File: config.mk
export PLATFORM = sky130hd
export DESIGN_NAME = des_decrypt_block
export DESIGN_NICKNAME = d
export VERILOG_FILES = /design/src/rtl/des_decrypt_block.sv
export SDC_FILE = /design/constraint.sdc
export NUM_CORES = 1
export LEC_CHECK = 0
export BUFFER_PORTS_ARGS = -buffer_cell sky130_fd_sc_hd__buf_4
export CAP_MARGIN = 20
export CORE_AREA = 2 2 75 77
export CTS_CLUSTER_DIAMETER = 100
export DETAILED_ROUTE_END_ITERATION = 16
export DIE_AREA = 0 0 77 79
export PLACE_DENSITY = 0.7
export SYNTH_ARGS = -nofsm -noshare
export SYNTH_HDL_FRONTEND = slang
export SYNTH_SLANG_ARGS = --single-unit
File: constraint.sdc
create_clock -name clk -period 2.8 [get_ports clk]
set_input_delay 0.84 -clock clk [delete_from_list [all_inputs] [get_ports clk]]
set_output_delay 0.84 -clock clk [all_outputs]
set_load 0.03 [all_outputs]
File: src/rtl/des_decrypt_block.sv
// des_decrypt_block: iterative DES decryption, one Feistel round per clock.
// Latency: 16 round cycles after acceptance, then one DONE cycle with valid (18-cycle issue interval).
// Backpressure: none; start is sampled only in IDLE and ignored while busy, nothing is queued.
// Ports: clk, rst (synchronous, active-high); start/key/ciphertext request inputs;
//        plaintext (held result register), valid (one-cycle pulse), busy (acceptance..valid).
module des_decrypt_block (
  input  logic        clk,
  input  logic        rst,
  input  logic        start,
  input  logic [63:0] key,
  input  logic [63:0] ciphertext,
  output logic [63:0] plaintext,
  output logic        valid,
  output logic        busy
);

  typedef enum logic [1:0] {IDLE = 2'd0, ROUND = 2'd1, DONE = 2'd2} state_e;

  // Permutation tables list, for each output bit (DES numbering, 1 = MSB),
  // the DES bit number of the input it is taken from.
  localparam int IP_T [64] = '{
    58, 50, 42, 34, 26, 18, 10, 2,
    60, 52, 44, 36, 28, 20, 12, 4,
    62, 54, 46, 38, 30, 22, 14, 6,
    64, 56, 48, 40, 32, 24, 16, 8,
    57, 49, 41, 33, 25, 17,  9, 1,
    59, 51, 43, 35, 27, 19, 11, 3,
    61, 53, 45, 37, 29, 21, 13, 5,
    63, 55, 47, 39, 31, 23, 15, 7};

  localparam int FP_T [64] = '{
    40, 8, 48, 16, 56, 24, 64, 32,
    39, 7, 47, 15, 55, 23, 63, 31,
    38, 6, 46, 14, 54, 22, 62, 30,
    37, 5, 45, 13, 53, 21, 61, 29,
    36, 4, 44, 12, 52, 20, 60, 28,
    35, 3, 43, 11, 51, 19, 59, 27,
    34, 2, 42, 10, 50, 18, 58, 26,
    33, 1, 41,  9, 49, 17, 57, 25};

  localparam int PC1_T [56] = '{
    57, 49, 41, 33, 25, 17,  9,
     1, 58, 50, 42, 34, 26, 18,
    10,  2, 59, 51, 43, 35, 27,
    19, 11,  3, 60, 52, 44, 36,
    63, 55, 47, 39, 31, 23, 15,
     7, 62, 54, 46, 38, 30, 22,
    14,  6, 61, 53, 45, 37, 29,
    21, 13,  5, 28, 20, 12,  4};

  localparam int PC2_T [48] = '{
    14, 17, 11, 24,  1,  5,
     3, 28, 15,  6, 21, 10,
    23, 19, 12,  4, 26,  8,
    16,  7, 27, 20, 13,  2,
    41, 52, 31, 37, 47, 55,
    30, 40, 51, 45, 33, 48,
    44, 49, 39, 56, 34, 53,
    46, 42, 50, 36, 29, 32};

  localparam int E_T [48] = '{
    32,  1,  2,  3,  4,  5,
     4,  5,  6,  7,  8,  9,
     8,  9, 10, 11, 12, 13,
    12, 13, 14, 15, 16, 17,
    16, 17, 18, 19, 20, 21,
    20, 21, 22, 23, 24, 25,
    24, 25, 26, 27, 28, 29,
    28, 29, 30, 31, 32,  1};

  localparam int P_T [32] = '{
    16,  7, 20, 21, 29, 12, 28, 17,
     1, 15, 23, 26,  5, 18, 31, 10,
     2,  8, 24, 14, 32, 27,  3,  9,
    19, 13, 30,  6, 22, 11,  4, 25};

  // S-boxes flattened row-major: entry index = row*16 + col.
  localparam int SBOX [8][64] = '{
    '{14,  4, 13,  1,  2, 15, 11,  8,  3, 10,  6, 12,  5,  9,  0,  7,
       0, 15,  7,  4, 14,  2, 13,  1, 10,  6, 12, 11,  9,  5,  3,  8,
       4,  1, 14,  8, 13,  6,  2, 11, 15, 12,  9,  7,  3, 10,  5,  0,
      15, 12,  8,  2,  4,  9,  1,  7,  5, 11,  3, 14, 10,  0,  6, 13},
    '{15,  1,  8, 14,  6, 11,  3,  4,  9,  7,  2, 13, 12,  0,  5, 10,
       3, 13,  4,  7, 15,  2,  8, 14, 12,  0,  1, 10,  6,  9, 11,  5,
       0, 14,  7, 11, 10,  4, 13,  1,  5,  8, 12,  6,  9,  3,  2, 15,
      13,  8, 10,  1,  3, 15,  4,  2, 11,  6,  7, 12,  0,  5, 14,  9},
    '{10,  0,  9, 14,  6,  3, 15,  5,  1, 13, 12,  7, 11,  4,  2,  8,
      13,  7,  0,  9,  3,  4,  6, 10,  2,  8,  5, 14, 12, 11, 15,  1,
      13,  6,  4,  9,  8, 15,  3,  0, 11,  1,  2, 12,  5, 10, 14,  7,
       1, 10, 13,  0,  6,  9,  8,  7,  4, 15, 14,  3, 11,  5,  2, 12},
    '{ 7, 13, 14,  3,  0,  6,  9, 10,  1,  2,  8,  5, 11, 12,  4, 15,
      13,  8, 11,  5,  6, 15,  0,  3,  4,  7,  2, 12,  1, 10, 14,  9,
      10,  6,  9,  0, 12, 11,  7, 13, 15,  1,  3, 14,  5,  2,  8,  4,
       3, 15,  0,  6, 10,  1, 13,  8,  9,  4,  5, 11, 12,  7,  2, 14},
    '{ 2, 12,  4,  1,  7, 10, 11,  6,  8,  5,  3, 15, 13,  0, 14,  9,
      14, 11,  2, 12,  4,  7, 13,  1,  5,  0, 15, 10,  3,  9,  8,  6,
       4,  2,  1, 11, 10, 13,  7,  8, 15,  9, 12,  5,  6,  3,  0, 14,
      11,  8, 12,  7,  1, 14,  2, 13,  6, 15,  0,  9, 10,  4,  5,  3},
    '{12,  1, 10, 15,  9,  2,  6,  8,  0, 13,  3,  4, 14,  7,  5, 11,
      10, 15,  4,  2,  7, 12,  9,  5,  6,  1, 13, 14,  0, 11,  3,  8,
       9, 14, 15,  5,  2,  8, 12,  3,  7,  0,  4, 10,  1, 13, 11,  6,
       4,  3,  2, 12,  9,  5, 15, 10, 11, 14,  1,  7,  6,  0,  8, 13},
    '{ 4, 11,  2, 14, 15,  0,  8, 13,  3, 12,  9,  7,  5, 10,  6,  1,
      13,  0, 11,  7,  4,  9,  1, 10, 14,  3,  5, 12,  2, 15,  8,  6,
       1,  4, 11, 13, 12,  3,  7, 14, 10, 15,  6,  8,  0,  5,  9,  2,
       6, 11, 13,  8,  1,  4, 10,  7,  9,  5,  0, 15, 14,  2,  3, 12},
    '{13,  2,  8,  4,  6, 15, 11,  1, 10,  9,  3, 14,  5,  0, 12,  7,
       1, 15, 13,  8, 10,  3,  7,  4, 12,  5,  6, 11,  0, 14,  9,  2,
       7, 11,  4,  1,  9, 12, 14,  2,  0,  6, 10, 13, 15,  3,  5,  8,
       2,  1, 14,  7,  4, 10,  8, 13, 15, 12,  9,  0,  3,  5,  6, 11}};

  // DES bit n of a W-bit vector lives at index W-n.
  function automatic logic [63:0] ip_f(input logic [63:0] x);
    logic [63:0] y;
    y = '0;
    for (int i = 0; i < 64; i++) y[6'(63 - i)] = x[6'(64 - IP_T[6'(i)])];
    return y;
  endfunction

  function automatic logic [63:0] fp_f(input logic [63:0] x);
    logic [63:0] y;
    y = '0;
    for (int i = 0; i < 64; i++) y[6'(63 - i)] = x[6'(64 - FP_T[6'(i)])];
    return y;
  endfunction

  function automatic logic [55:0] pc1_f(input logic [63:0] x);
    logic [55:0] y;
    y = '0;
    for (int i = 0; i < 56; i++) y[6'(55 - i)] = x[6'(64 - PC1_T[6'(i)])];
    return y;
  endfunction

  function automatic logic [47:0] pc2_f(input logic [55:0] x);
    logic [47:0] y;
    y = '0;
    for (int i = 0; i < 48; i++) y[6'(47 - i)] = x[6'(56 - PC2_T[6'(i)])];
    return y;
  endfunction

  function automatic logic [47:0] e_f(input logic [31:0] x);
    logic [47:0] y;
    y = '0;
    for (int i = 0; i < 48; i++) y[6'(47 - i)] = x[5'(32 - E_T[6'(i)])];
    return y;
  endfunction

  function automatic logic [31:0] p_f(input logic [31:0] x);
    logic [31:0] y;
    y = '0;
    for (int i = 0; i < 32; i++) y[5'(31 - i)] = x[5'(32 - P_T[5'(i)])];
    return y;
  endfunction

  function automatic logic [31:0] feistel_f(input logic [31:0] r, input logic [47:0] k);
    logic [47:0] x;
    logic [31:0] s_out;
    logic [5:0]  six;
    x     = e_f(r) ^ k;
    s_out = '0;
    six   = '0;
    for (int s = 0; s < 8; s++) begin
      six = x[6'(47 - 6 * s) -: 6];
      // Outer bits select the row, inner four bits the column.
      s_out[5'(31 - 4 * s) -: 4] = 4'(SBOX[3'(s)][{six[5], six[0], six[4:1]}]);
    end
    return p_f(s_out);
  endfunction

  state_e      state_q, state_d;
  logic [3:0]  cnt_q, cnt_d;
  logic [31:0] l_q, l_d, r_q, r_d;
  logic [27:0] c_q, c_d, d_q, d_d;
  logic [63:0] pt_q, pt_d;
  logic        valid_q, valid_d;
  logic        busy_q, busy_d;

  logic [47:0] subkey;
  logic [31:0] r_next;
  logic        rot_one;

  always_comb begin
    state_d = state_q;
    cnt_d   = cnt_q;
    l_d     = l_q;
    r_d     = r_q;
    c_d     = c_q;
    d_d     = d_q;
    pt_d    = pt_q;
    valid_d = 1'b0;
    busy_d  = busy_q;

    // C/D start at PC-1(key), which is already the K16 alignment; each
    // round then walks the schedule backwards with right rotations.
    subkey  = pc2_f({c_q, d_q});
    r_next  = l_q ^ feistel_f(r_q, subkey);
    rot_one = (cnt_q == 4'd0) || (cnt_q == 4'd7) || (cnt_q == 4'd14);

    unique case (state_q)
      IDLE: begin
        if (start) begin
          state_d    = ROUND;
          {l_d, r_d} = ip_f(ciphertext);
          {c_d, d_d} = pc1_f(key);
          cnt_d      = 4'd0;
          busy_d     = 1'b1;
        end
      end
      ROUND: begin
        l_d   = r_q;
        r_d   = r_next;
        cnt_d = cnt_q + 4'd1;
        if (rot_one) begin
          c_d = {c_q[0], c_q[27:1]};
          d_d = {d_q[0], d_q[27:1]};
        end else begin
          c_d = {c_q[1:0], c_q[27:2]};
          d_d = {d_q[1:0], d_q[27:2]};
        end
        if (cnt_q == 4'd15) begin
          // Final round: undo the last swap, R16 goes on top.
          pt_d    = fp_f({r_next, r_q});
          valid_d = 1'b1;
          state_d = DONE;
        end
      end
      DONE: begin
        state_d = IDLE;
        busy_d  = 1'b0;
      end
      default: begin
        state_d = IDLE;
        busy_d  = 1'b0;
      end
    endcase
  end

  always_ff @(posedge clk) begin
    if (rst) begin
      state_q <= IDLE;
      cnt_q   <= '0;
      l_q     <= '0;
      r_q     <= '0;
      c_q     <= '0;
      d_q     <= '0;
      pt_q    <= '0;
      valid_q <= 1'b0;
      busy_q  <= 1'b0;
    end else begin
      state_q <= state_d;
      cnt_q   <= cnt_d;
      l_q     <= l_d;
      r_q     <= r_d;
      c_q     <= c_d;
      d_q     <= d_d;
      pt_q    <= pt_d;
      valid_q <= valid_d;
      busy_q  <= busy_d;
    end
  end

  assign plaintext = pt_q;
  assign valid     = valid_q;
  assign busy      = busy_q;

endmodule
==> metrics.log, run 1 <==
[metrics] result of the run: finished, final reports clean
[metrics] critical path data required time: ~2 ns
[metrics] pre-CTS worst setup slack: ~1.3 ns
[metrics] most common cell in the synthesized netlist: sky130_fd_sc_hd__buf_4
[metrics] layout overhead on the synthesized area: -12.9%
[metrics] portion of the post-synthesis area used by sequential elements: 0.196
[metrics] post-synthesis instance total: 103
[metrics] critical path cell sequence: buf_4
[metrics] Post-CTS Hold Buffers: 0
[metrics] wire length per cell: between 4 and 5 µm
[metrics] final critical delay including setup and external delays: roughly 1.6 ns
[metrics] HPWL Detailed: 735 µm
[metrics] switching share of power: 0.437
[metrics] # resized after CTS: 0
[metrics] CTS tree: built
[metrics] final slew viol count: 0
[metrics] overflow left after global routing: 0
[metrics] library cell occupying the most area in the post-synthesis netlist: sky130_fd_sc_hd__buf_4
[metrics] average via count per standard cell: 2.49
[metrics] die area: between 6000 and 7000 µm²
[metrics] post-route setup slack: 1.25 ns
[metrics] share of post-route cells with drive strength above 1: 0.0755
[metrics] TritonRoute pass-1 iters: 2
[metrics] power density cells: between 500 and 600 nW/µm²
[metrics] number of hold-slack violations in the final timing report: 0
[metrics] overall fraction of global-route tracks in use: 0.0285
[metrics] total area of multi-input combinational cells: ~380 µm²
[metrics] DRC violation count after routing: 0
[metrics] Final Skew: 0.000731 ns
[metrics] top_reg_cell synth: sky130_fd_sc_hd__dfxtp_1
[metrics] data arrival time of the critical path: 0.71 ns
[metrics] fraction of synthesized cell area taken by the top area cell type: 0.597
[metrics] CP max FO: 1
[metrics] synthesized area divided by synthesized cell count: 7.93 µm²
[metrics] filler cell count: 631
[metrics] worst-skew pair later-pin latency: roughly 0.23 ns
[metrics] RSZ-0062 raised after global routing: false
[metrics] Seq. cell area: 160 µm²
[metrics] antenna diode count: 0
[metrics] number of antenna violations at the first check in global routing: 0
[metrics] clock tree sinks: 8
[metrics] vias in the first global route: 267
[metrics] register bit total from synthesis: 8
[metrics] Clk pin slew, worst setup/hold paths: 0.04 ns
[metrics] total wire length: ~900 µm
[metrics] Hold Path Origin: cnt_q[2]$_SDFFE_PP0P_
[metrics] Crit path max-delay family: flip-flops
[metrics] leakage component of the power: between 0.3 and 0.4 nW
[metrics] buffer count from post-CTS setup fixing: 0
[metrics] RD Place Congestion: 0.676
[metrics] Starting Density: 0.153
[metrics] Reg2Reg Setup Slack: ~1.6 ns
[metrics] via total after detailed routing: between 400 and 500
[metrics] max cap viols: 0
[metrics] setup TNS: 0 ns
[metrics] relative contribution of sequential cells to total power: 0.315
[metrics] final worst path period share: 0.554
[metrics] number of buffer cells added on primary ports: 4
[metrics] type of the most critical hold path: flip-flop to flip-flop
[metrics] Cell Int Power: 218 µW
[metrics] slowest cell on the critical path: sky130_fd_sc_hd__dfxtp_1
[metrics] Synth area leaders: sky130_fd_sc_hd__buf_4, sky130_fd_sc_hd__dfxtp_1, sky130_fd_sc_hd__nand2_1, sky130_fd_sc_hd__nor4_1, sky130_fd_sc_hd__a21oi_1
[metrics] Fmax achieved: 645 MHz
[metrics] combinational power share: 0.333
[metrics] post-synth cell types: 20
[metrics] final antenna-violating net count: 0
[metrics] crit path launch type: flip-flop
[metrics] height of the chip: around 79 µm
[metrics] highest cell delay on the worst timing path: 0.32 ns
[metrics] # nets final: 240
[metrics] wire length of the first global-routing pass: 1190 µm
[metrics] H-tree depth reported by CTS: 1
[metrics] kind of critical path: flip-flop to primary output
[metrics] Mapped Area: 817 µm²
[metrics] first element of the critical path: valid$_SDFF_PP0_
[metrics] DRT iter0 DRCs: 4
[metrics] Core ar.: 5340 µm²
[metrics] number of ports placed on the die boundary: 197
[metrics] EDFF count, synth: 0
[metrics] number of buffers created by CTS: 3
[metrics] peak ir drop on the vdd network: ~0.12 mV
[metrics] leading cell types by count after synthesis: sky130_fd_sc_hd__buf_4, sky130_fd_sc_hd__dfxtp_1, sky130_fd_sc_hd__nand2_1, sky130_fd_sc_hd__nor2_1
[metrics] horizontal die dimension: 77 µm
[metrics] number of warnings reported in the yosys synthesis log: 0
[metrics] share of power burned in the clock network: 0.352
[metrics] Buffers & Inverters on Critical Path: 1
[metrics] CTS Root Cell: sky130_fd_sc_hd__clkbuf_8
[metrics] largest net degree at the start of global routing: 10
[metrics] final-report setup violation count: 0
[metrics] Bufs on Longest Clock Path: 2
[metrics] standard-cell row count: 27
[metrics] endpoint class of the critical path: primary output
[metrics] proportion of synthesized flip-flops having asynchronous set or reset: 0
[metrics] beginning of the worst register-to-register path: state_q[0]$_SDFFE_PP0P_
[metrics] switching power summed over all nets: 170 µW
==> stage by stage <==
step           total power, mW  instances  utilization  instance area [µm²]  hold WS (ns)
5_1_grt                  0.409        178        0.133                  712         0.538
6_report                 0.388        178        0.133                  712         0.500
3_5_place_dp             0.251        175        0.126                  671         0.498
4_1_cts                  0.390        178        0.133                  712         0.503
2_1_floorplan            0.316        166            -                 1050         0.469
3_3_place_gp             0.251        175        0.126                  671         0.492
==> power by group through the flow <==
stage | clock [mW] | combinational (mW) | sequential (mW)
CTS | 0.141 | 0.127 | 0.122
global placement | 0 | 0.127 | 0.124
global route | 0.150 | 0.136 | 0.123
detailed placement | 0 | 0.127 | 0.124
finish | 0.137 | 0.129 | 0.122
floorplan | 0 | 0.192 | 0.124
==> metal layers <==
| layer | vias up | part of all wire | GRT usage |
|---|---|---|---|
| li1 | 206 | - | - |
| met1 | 189 | 0.34 | 0.0303 |
| met2 | 45 | 0.40 | 0.0333 |
| met3 | 4 | 0.23 | 0.0239 |
| met4 | 0 | 0.032 | 0.0268 |
| met5 | - | 0 | 0 |
==> flip-flops by register name (all words and copies together), names as in the netlist <==
signal	flops
busy	1
cnt_q	4
state_q	2
valid	1
==> cells by family after synthesis <==
| kind of cell | share of synthesized area |
|---|---|
| buf+inv | 0.625 |
| simple gates | 0.101 |
| flops | 0.196 |
| compound gates | 0.0582 |
| fa+ha+maj | 0.0153 |
| other cells | 0.00459 |
==> path summary, 6_finish.rpt <==
check                          end  cells after the start
max                          valid                      1
min          cnt_q[2]$_SDFFE_PP0P_                      2
max reg2reg  cnt_q[3]$_SDFFE_PP0P_                      3
min reg2reg  cnt_q[2]$_SDFFE_PP0P_                      2
==> final cells by class <==
type	instances	area share
multi-input cells	89	0.538
flip-flops and latches	8	0.225
well taps	72	0.127
clock buffers	3	0.0580
repair buffers	4	0.0422
inverters	2	0.0105
==> layout by cell type, fill, tap and decap left out, types with 2 or more instances in the layout <==
cell type | Yosys | final
sky130_fd_sc_hd__conb_1 | 1 | 64
sky130_fd_sc_hd__nor4_1 | 3 | 3
sky130_fd_sc_hd__nand3_1 | 2 | 2
sky130_fd_sc_hd__clkbuf_8 | 0 | 3
sky130_fd_sc_hd__buf_4 | 65 | 4
sky130_fd_sc_hd__nor2_1 | 4 | 4
sky130_fd_sc_hd__nand2_1 | 5 | 5
sky130_fd_sc_hd__dfxtp_1 | 8 | 8
sky130_fd_sc_hd__a21oi_1 | 3 | 3
No activity file was read; power rests on OpenSTA's default activity.
==> run 2, diff against run 1 <==
--- a/config.mk
+++ b/config.mk
@@ -11,7 +11,7 @@
 export CTS_CLUSTER_DIAMETER = 100
 export DETAILED_ROUTE_END_ITERATION = 16
 export DIE_AREA = 0 0 77 79
-export PLACE_DENSITY = 0.7
+export PLACE_DENSITY = 0.72
 export SYNTH_ARGS = -nofsm -noshare
 export SYNTH_HDL_FRONTEND = slang
 export SYNTH_SLANG_ARGS = --single-unit
==> constraint.sdc (replaced) <==
create_clock -name clk -period 1.3 [get_ports clk]
set_input_delay 0.39 -clock clk [delete_from_list [all_inputs] [get_ports clk]]
set_output_delay 0.39 -clock clk [all_outputs]
set_load 0.03 [all_outputs]
==> run 2 against run 1 <==
Critical path depth up 3. Register-to-register slack worse by 1.4 ns. Non-clock buffer count up 2. Critical endpoint is now cnt_q[2]$_SDFFE_PP0P_. Largest power group unchanged.
==> metrics.log, run 2 (synthesis gave the netlist of run 1 again) <==
[metrics] CTS tree: built
[metrics] number of ports placed on the die boundary: 197
[metrics] Final Skew: around 0.00032 ns
[metrics] global routing usage on met3: 0.0136
[metrics] max cap viols: 0
[metrics] horizontal die dimension: 77 µm
[metrics] crit path launch type: flip-flop
[metrics] final-report setup violation count: 0
[metrics] Bufs on Longest Clock Path: 2
[metrics] Fmax achieved: 864 MHz
[metrics] total wire length: 970 µm
[metrics] leakage component of the power: 0.361 nW
[metrics] most common library cell in the layout ignoring fill and taps: sky130_fd_sc_hd__conb_1
[metrics] final core occ: 0.136
[metrics] Post-CTS Hold Buffers: 0
[metrics] worst-skew pair later-pin latency: between 0.2 and 0.25 ns
[metrics] final slew viol count: 0
[metrics] RD Place Congestion: 0.754
[metrics] kind of critical path: flip-flop to flip-flop
[metrics] average via count per standard cell: 2.62
[metrics] number of buffer cells added on primary ports: 4
[metrics] height of the chip: a little under 80 µm
[metrics] endpoint class of the critical path: flip-flop
[metrics] met2 Resource Use GR: 0.0360
[metrics] overflow left after global routing: 0
[metrics] antenna diode count: 0
[metrics] number of flip-flops under the largest register name: 4
[metrics] via total after detailed routing: 472
[metrics] setup TNS: 0 ns
[metrics] number of hold-slack violations in the final timing report: 0
[metrics] DRT iter0 DRCs: 19
[metrics] die area: 6080 µm²
[metrics] most frequent cells in the layout: sky130_fd_sc_hd__conb_1, sky130_fd_sc_hd__dfxtp_1, sky130_fd_sc_hd__buf_4
[metrics] Starting Density: 0.153
[metrics] overall fraction of global-route tracks in use: 0.0268
[metrics] HPWL Detailed: 739 µm
[metrics] final worst path period share: 0.891
[metrics] # resized after CTS: 0
[metrics] number of buffers created by CTS: 3
[metrics] TritonRoute pass-1 iters: 4
[metrics] power density cells: around 1200 nW/µm²
[metrics] filler cell count: approximately 640
[metrics] CP max FO: 4
[metrics] clock tree sinks: 8
[metrics] DRC violation count after routing: 0
[metrics] wire length per cell: 5.39 µm
[metrics] wire length of the first global-routing pass: about 1100 µm
[metrics] share of post-route cells with drive strength above 1: 0.0926
[metrics] highest cell delay on the worst timing path: about 0.37 ns
[metrics] number of antenna violations at the first check in global routing: 0
[metrics] result of the run: finished, final reports clean
[metrics] data arrival time of the critical path: 1.32 ns
[metrics] vias in the first global route: 265
[metrics] CTS Root Cell: sky130_fd_sc_hd__clkbuf_8
[metrics] final critical delay including setup and external delays: approximately 1.2 ns
[metrics] Clk pin slew, worst setup/hold paths: about 0.040 ns
[metrics] H-tree depth reported by CTS: 1
[metrics] critical path cell sequence: ha_1, nand2_1, o32a_1, a21oi_1
[metrics] Top reg by flops: cnt_q
[metrics] standard-cell row count: 27
[metrics] RSZ-0062 raised after global routing: false
[metrics] buffer count from post-CTS setup fixing: 0
[metrics] layout overhead on the synthesized area: -11.0%
[metrics] Core ar.: ~5300 µm²
[metrics] # nets final: 242
[metrics] final antenna-violating net count: 0
[metrics] met1 usage: 0.0254
[metrics] largest registers: cnt_q: 4 flops, state_q: 2 flops
[metrics] peak ir drop on the vdd network: ~0.75 mV
[metrics] slowest cell on the critical path: sky130_fd_sc_hd__dfxtp_1
[metrics] type of the most critical hold path: input pin to flip-flop
[metrics] most used routing layer: met4
[metrics] critical path data required time: ~1.5 ns
[metrics] largest net degree at the start of global routing: 9
==> run 2: cell count changes in the layout (fill, tap and decap cells not counted), sizes merged <==
| cell | previous run | this run |
|---|---|---|
| buf | 4 | 6 |
==> run 2: cell type report <==
class | instances | area [µm²] | share of cell area
multi-input combinational | 89 | 383 | 0.527
sequential | 8 | 160 | 0.220
tap | 72 | 90.1 | 0.124
timing repair buffer | 6 | 45.0 | 0.0620
clock buffer | 3 | 41.3 | 0.0568
inverter | 2 | 7.51 | 0.0103
==> run 2: where the power goes <==
part,total (mW),internal (mW),leakage (nW),switching (mW)
sequential,0.261,0.255,0.0653,0.00670
combinational,0.284,0.0181,0.275,0.266
clock,0.299,0.201,0.0216,0.0986
total,0.845,0.473,0.361,0.371
==> run 2: layer usage <==
metal  wire, µm  up-vias
met2        401       58
met1        337      197
met4         44        0
met3        186        4
met5          0        -
li1           -      213
==> run 2: through the flow <==
| stage | cells | hold slack [ns] | power, mW | setup slack, ns | area, µm² |
|---|---|---|---|---|---|
| after floorplan | 166 | 0.469 | 0.680 | 0.170 | 1050 |
| after global placement | 177 | 0.487 | 0.544 | 0.184 | 686 |
| after detailed placement | 177 | 0.485 | 0.546 | 0.164 | 686 |
| after CTS | 180 | 0.383 | 0.852 | 0.155 | 727 |
| after global routing | 180 | 0.391 | 0.879 | 0.0838 | 727 |
| final | 180 | 0.385 | 0.845 | 0.142 | 727 |
==> run 2: path summary, 6_finish.rpt <==
check	from	end	slack, ns	cells after the start
hold / removal	rst	cnt_q[2]$_SDFFE_PP0P_	0.38	2
setup / recovery	cnt_q[0]$_SDFFE_PP0P_	cnt_q[2]$_SDFFE_PP0P_	0.14	4
hold reg to reg	cnt_q[3]$_SDFFE_PP0P_	cnt_q[3]$_SDFFE_PP0P_	0.50	2
setup reg to reg	cnt_q[0]$_SDFFE_PP0P_	cnt_q[2]$_SDFFE_PP0P_	0.14	4
==> run 2: worst max-delay path: cells and delay by family (launching register included) <==
kind,cells,cell delay (ns)
compound gates,2,0.41
flops,1,0.37
fa+ha+maj,1,0.20
simple gates,1,0.11
